==> config.mk <==
export PLATFORM = sky130hd
export DESIGN_NAME = bar_word_serializer
export DESIGN_NICKNAME = d
export VERILOG_FILES = /design/src/rtl/bar_word_pkg.sv /design/src/rtl/bar_word_serializer.sv
export SDC_FILE = /design/constraint.sdc
export NUM_CORES = 1
export LEC_CHECK = 0
export CAP_MARGIN = 20
export CORE_ASPECT_RATIO = 0.6
export CORE_MARGIN = 5
export CORE_UTILIZATION = 47
export CTS_CLUSTER_SIZE = 28
export DETAILED_ROUTE_END_ITERATION = 6
export HOLD_SLACK_MARGIN = 0.02
export PLACE_DENSITY = 0.79
export SYNTH_ARGS = -nofsm -noshare
export SYNTH_HDL_FRONTEND = slang
export SYNTH_SLANG_ARGS = --single-unit
==> constraint.sdc <==
create_clock -name clk -period 2 [get_ports clk]
set_input_delay 0.3 -clock clk [delete_from_list [all_inputs] [get_ports clk]]
set_output_delay 0.3 -clock clk [all_outputs]
set_load 0.01 [all_outputs]
==> src/rtl/bar_word_pkg.sv <==
// rtl/bar_word_pkg.sv - shared bar word / foo beat types for the bar-to-foo serializer
package bar_word_pkg;

  // One word as it arrives on the bar interface.
  typedef struct packed {
    logic [31:0] bar;
  } bar_word_t;

  // One beat as it leaves on the foo interface.
  typedef logic [7:0] foo_beat_t;

  // Number of foo beats needed to carry one bar word.
  localparam int BAR_NBEATS = $bits(bar_word_t) / $bits(foo_beat_t);

endpackage : bar_word_pkg

==> src/rtl/bar_word_serializer.sv <==
// rtl/bar_word_serializer.sv - splits IN_W bar words into OUT_W foo beats; BAR_SERIALIZER_CAST_MODE_EN sends one cast beat per word
module bar_word_serializer
  import bar_word_pkg::*;
#(
  parameter int IN_W      = $bits(bar_word_t),
  parameter int OUT_W     = $bits(foo_beat_t),
  parameter int LSB_FIRST = 1
) (
  input  logic             clk,
  input  logic             rst_n,
  input  logic             in_valid,
  output logic             in_ready,
  input  logic [IN_W-1:0]  in_bar,
  output logic             out_valid,
  input  logic             out_ready,
  output logic [OUT_W-1:0] out_foo,
  output logic             out_last,
  output logic             busy
);

  localparam int NBEATS = IN_W / OUT_W;
  localparam int CNT_W  = (NBEATS > 1) ? $clog2(NBEATS) : 1;

  localparam logic [0:0] S_IDLE  = 1'b0;
  localparam logic [0:0] S_SHIFT = 1'b1;

  // A word must split into a whole number of beats.
  if ((OUT_W < 1) || ((IN_W % OUT_W) != 0)) begin : g_width_check
    $error("bar_word_serializer: IN_W (%0d) must be a multiple of OUT_W (%0d)", IN_W, OUT_W);
  end

  logic [0:0] state;
  logic       take_word;
  logic       beat_xfer;

  // SHIFT means a word is held and its current beat is on out_foo.
  assign out_valid = (state == S_SHIFT);
  assign busy      = (state == S_SHIFT);
  assign beat_xfer = out_valid && out_ready;

  // Accept while idle, or in the cycle the last beat leaves so the next word follows with no bubble.
  assign in_ready  = (state == S_IDLE) || (out_last && out_ready);
  assign take_word = in_valid && in_ready;

  // Control FSM: stay in SHIFT while words keep arriving back to back, drop to IDLE after a lone last beat.
  always_ff @(posedge clk or negedge rst_n) begin
    if (!rst_n) begin
      state <= S_IDLE;
    end else if (take_word) begin
      state <= S_SHIFT;
    end else if (beat_xfer && out_last) begin
      state <= S_IDLE;
    end
  end

`ifdef BAR_SERIALIZER_CAST_MODE_EN

  logic [OUT_W-1:0] hold;

  // Only the low OUT_W bits of a word survive the cast, so only those are kept.
  always_ff @(posedge clk or negedge rst_n) begin
    if (!rst_n) begin
      hold <= '0;
    end else if (take_word) begin
      hold <= in_bar[OUT_W-1:0];
    end
  end

  assign out_foo  = hold;
  assign out_last = out_valid;

`else

  logic [IN_W-1:0]  hold;
  logic [CNT_W-1:0] cnt;
  logic [OUT_W-1:0] slices [NBEATS];

  // Holding register: captures the whole word on acceptance and keeps it until the next one.
  always_ff @(posedge clk or negedge rst_n) begin
    if (!rst_n) begin
      hold <= '0;
    end else if (take_word) begin
      hold <= in_bar;
    end
  end

  // Beat counter: restarts at 0 for each new word and only advances on a real transfer.
  always_ff @(posedge clk or negedge rst_n) begin
    if (!rst_n) begin
      cnt <= '0;
    end else if (take_word) begin
      cnt <= '0;
    end else if (beat_xfer && !out_last) begin
      cnt <= cnt + CNT_W'(1);
    end
  end

  // Slice table ordered by transmit position, so the counter indexes it directly for either bit order.
  for (genvar i = 0; i < NBEATS; i++) begin : g_slice
    localparam int SRC = (LSB_FIRST != 0) ? i : (NBEATS - 1 - i);
    assign slices[i] = hold[SRC*OUT_W +: OUT_W];
  end

  if (NBEATS == 1) begin : g_single
    assign out_foo  = slices[0];
    assign out_last = out_valid;
  end else begin : g_multi
    assign out_foo  = slices[cnt];
    assign out_last = out_valid && (cnt == CNT_W'(NBEATS - 1));
  end

`endif

endmodule : bar_word_serializer

==> impl_metrics.ini <==
[placement]
place_area_mm2 = 0.002203
port_buffers = 47
post-place-ws_ps = 128.8
hpwl_mm = 2.434
routabilityCongestion = 0.7694

[synth]
ys_seq_area_share_pct = 50.76
ys_ff_latch = 35
yosysTopAreaCell = dfrtp_1
synthFlopType = dfrtp_1
synth_top_area_share_pct = 50.76
synthAdderAreaFrac_pct = 0.7252
synth-xor-area-share_pct = 0
ys_top_cells_by_area = dfrtp_1 (51%), mux2_4 (26%), mux4_2 (10%), buf_12 (3.5%), mux2_2 (1.3%)
ys_top_cells_by_count = dfrtp_1 (35), mux2_4 (30), mux4_2 (8)
netlist_area_mm2 = 0.001725
synth-simple-area-share_pct = 2.828
synth_edf_count = 0
ys_warn_count = 0
yosysUniqueCellTypes = 21
synth_mux_area_share_pct = 38.43
ys_async_sr_fraction_pct = 100.0
synthMostInstantiatedCell = dfrtp_1
synth_compound_area_share_pct = 2.611
synth_top_family_by_area = multiplexers
syn_nets = 132
syn_area_per_cell_um2 = 18.16
synth_cells = 95

[clock_tree]
post_cts_buffers = 0
cts_tree = yes
clk_path_buf_depth = 2
path_clk_slew_ps = 70
postCtsHoldBufs = 0
numCtsBuffers = 5
cts_root_buffer = clkbuf_8
cts_max_level = 2
cts_sinks = 35
insertion_delay_ps = 280

[run_status]
status = finished, final reports clean

[power_and_ir_drop]
p_leak_uw = 0.001088
power_switching_share_pct = 29.48
p_per_area_mw_per_mm2 = 1487
vdd_drop_max_mv = 0.6591
switchingPower_uw = 997.4
finalPower_uw = 3383
p_clk_share_pct = 14.3
power_frac_comb_pct = 48.1
internal_power_uw = 2386
p_seq_share_pct = 37.6

[timing]
min_period_over_period_pct = 96.93
timing.hold.ws_ps = 75.10
maxSlewViolCount = 0
period_minus_slack_ps = 1939
finalWorstSetupSlack_ps = 61.32
max_clock_freq_ghz = 0.5158
setup_viol = 0
slew_headroom_pct = 50.07
rsz0062_at_grt = true
finalClockSkew_ps = 4.236
finalHoldViolations = 0
tightest_slew_ps = 748.9

[layout]
area_growth_pct = 31.83
finalNetCount = 184
n_antenna_cell = 0
fin_area_mm2 = 0.002275
drive_above_1_share_pct = 38.51

[drt]
drtAntennaViolNets = 0
routed_wl_mm = 3.346
wire_per_inst_um = 17.16
drt_iter0_markers = 43
routed-via-count = 985
drc_errors = 0
first_pass_iters = 4
via_per_inst = 5.051

[grt]
grt_pass1_vias = 1080
grt_usage_pct = 14.33
grt-ovfl-total = 0
grt_max_degree = 36
antenna_found_initial = 0
grt_pass1_wl_mm = 5.292

[die]
core_area_mm2 = 0.003595
io_pins = 48
rows = 17
die_w_um = 88.22
dieArea_mm2 = 0.005022
initial_core_util_pct = 48.00
die_h_um = 56.93

[job]
maxCapViolations = 0

[worst_setup_path]
arrival_ps = 1640
cp-end-kind = output port
required_ps = 1700
cpLargestDelayFamily = multiplexers
worstSetupStartpointType = register
cp_max_fo = 5
crit_path_top_delay_cell = mux4_2
crit_path_max_incr_delay_ps = 510
critPathBufInv = 2
path_cells = buf_4 > mux4_2 > dlygate4sd2_1
criticalPathCategory = register to output port

[worst_hold_path]
min_path_type = primary input to async pin
stage by stage:
step,utilization (%),cells,setup TNS [ps]
5_1_grt,63.28,195,-10.08
3_3_place_gp,61.29,187,0
4_1_cts,63.28,195,0
3_5_place_dp,61.29,187,0
6_report,63.28,195,0
2_1_floorplan,-,95,0
final cells by class:
type / count / area (um2)
well taps: 47 / 58.81
clock buffers: 5 / 68.82
fillers: 272 / 1320
multi-input cells: 53 / 769.5
repair buffers: 51 / 483.0
flip-flops and latches: 35 / 875.8
clock inverters: 3 / 15.01
inverters: 1 / 3.754
power groups by stage:
| stage | sequential, uW | clock (uW) | combinational [uW] |
|---|---|---|---|
| 2_1_floorplan | 1200 | 0 | 1220 |
| 3_3_place_gp | 1260 | 0 | 1730 |
| 3_5_place_dp | 1290 | 0 | 1770 |
| 4_1_cts | 1280 | 505 | 1650 |
| 5_1_grt | 1320 | 537 | 1740 |
| 6_report | 1270 | 484 | 1630 |
cell families (layout without fill, tap and decap cells):
family                   after synthesis  in the layout
flip-flops                            35             35
AO/OA/AOI/OAI                          5              5
buffers and inverters                  7             60
multiplexers                          41             41
adder cells (fa/ha/maj)                1              1
AND/OR/NAND/NOR                        6              6
final timing paths:
kind	slack, ps	start	endpoint	depth (start not counted)
max	60	cnt[0]	out_foo[1]	3
min	80	rst_n	hold[5]	1
max reg2reg	150	cnt[0]	hold[9]	5
min reg2reg	510	hold[19]	hold[19]	1
max in group asynchronous	1430	rst_n	hold[8]	1
min in group clk	510	hold[19]	hold[19]	1
layer usage:
metal  global-route usage (%)  part of all wire [%]
met3                    5.916                   8.8
met4                    5.172                   1.1
met5                        0                     0
met2                    20.77                    46
met1                    19.42                    45
placed cells by master (no fill, tap or decap):
cell type / count
a21bo_4: 1
a21o_1: 1
a21oi_1: 1
a22o_2: 1
and2_2: 1
buf_2: 1
buf_4: 4
clkbuf_8: 5
clkdlybuf4s50_1: 36
clkinv_2: 3
dfrtp_1: 35
dlygate4sd2_1: 10
ha_1: 1
inv_1: 1
mux2_2: 2
mux2_4: 30
mux2i_1: 1
mux4_2: 8
nand2_1: 2
nand2_8: 1
nand2b_1: 1
o22ai_1: 1
or2b_1: 1
flip-flops by register name, indices dropped and copies added, names as in the netlist:
register / count
hold: 32
cnt: 2
busy: 1
timing repair:
action	in CTS	in global routing
endpoints found under the setup margin	10	1
gates resized for setup	10	0
pin swaps	0	0
Power figures use the tool's default switching activity.
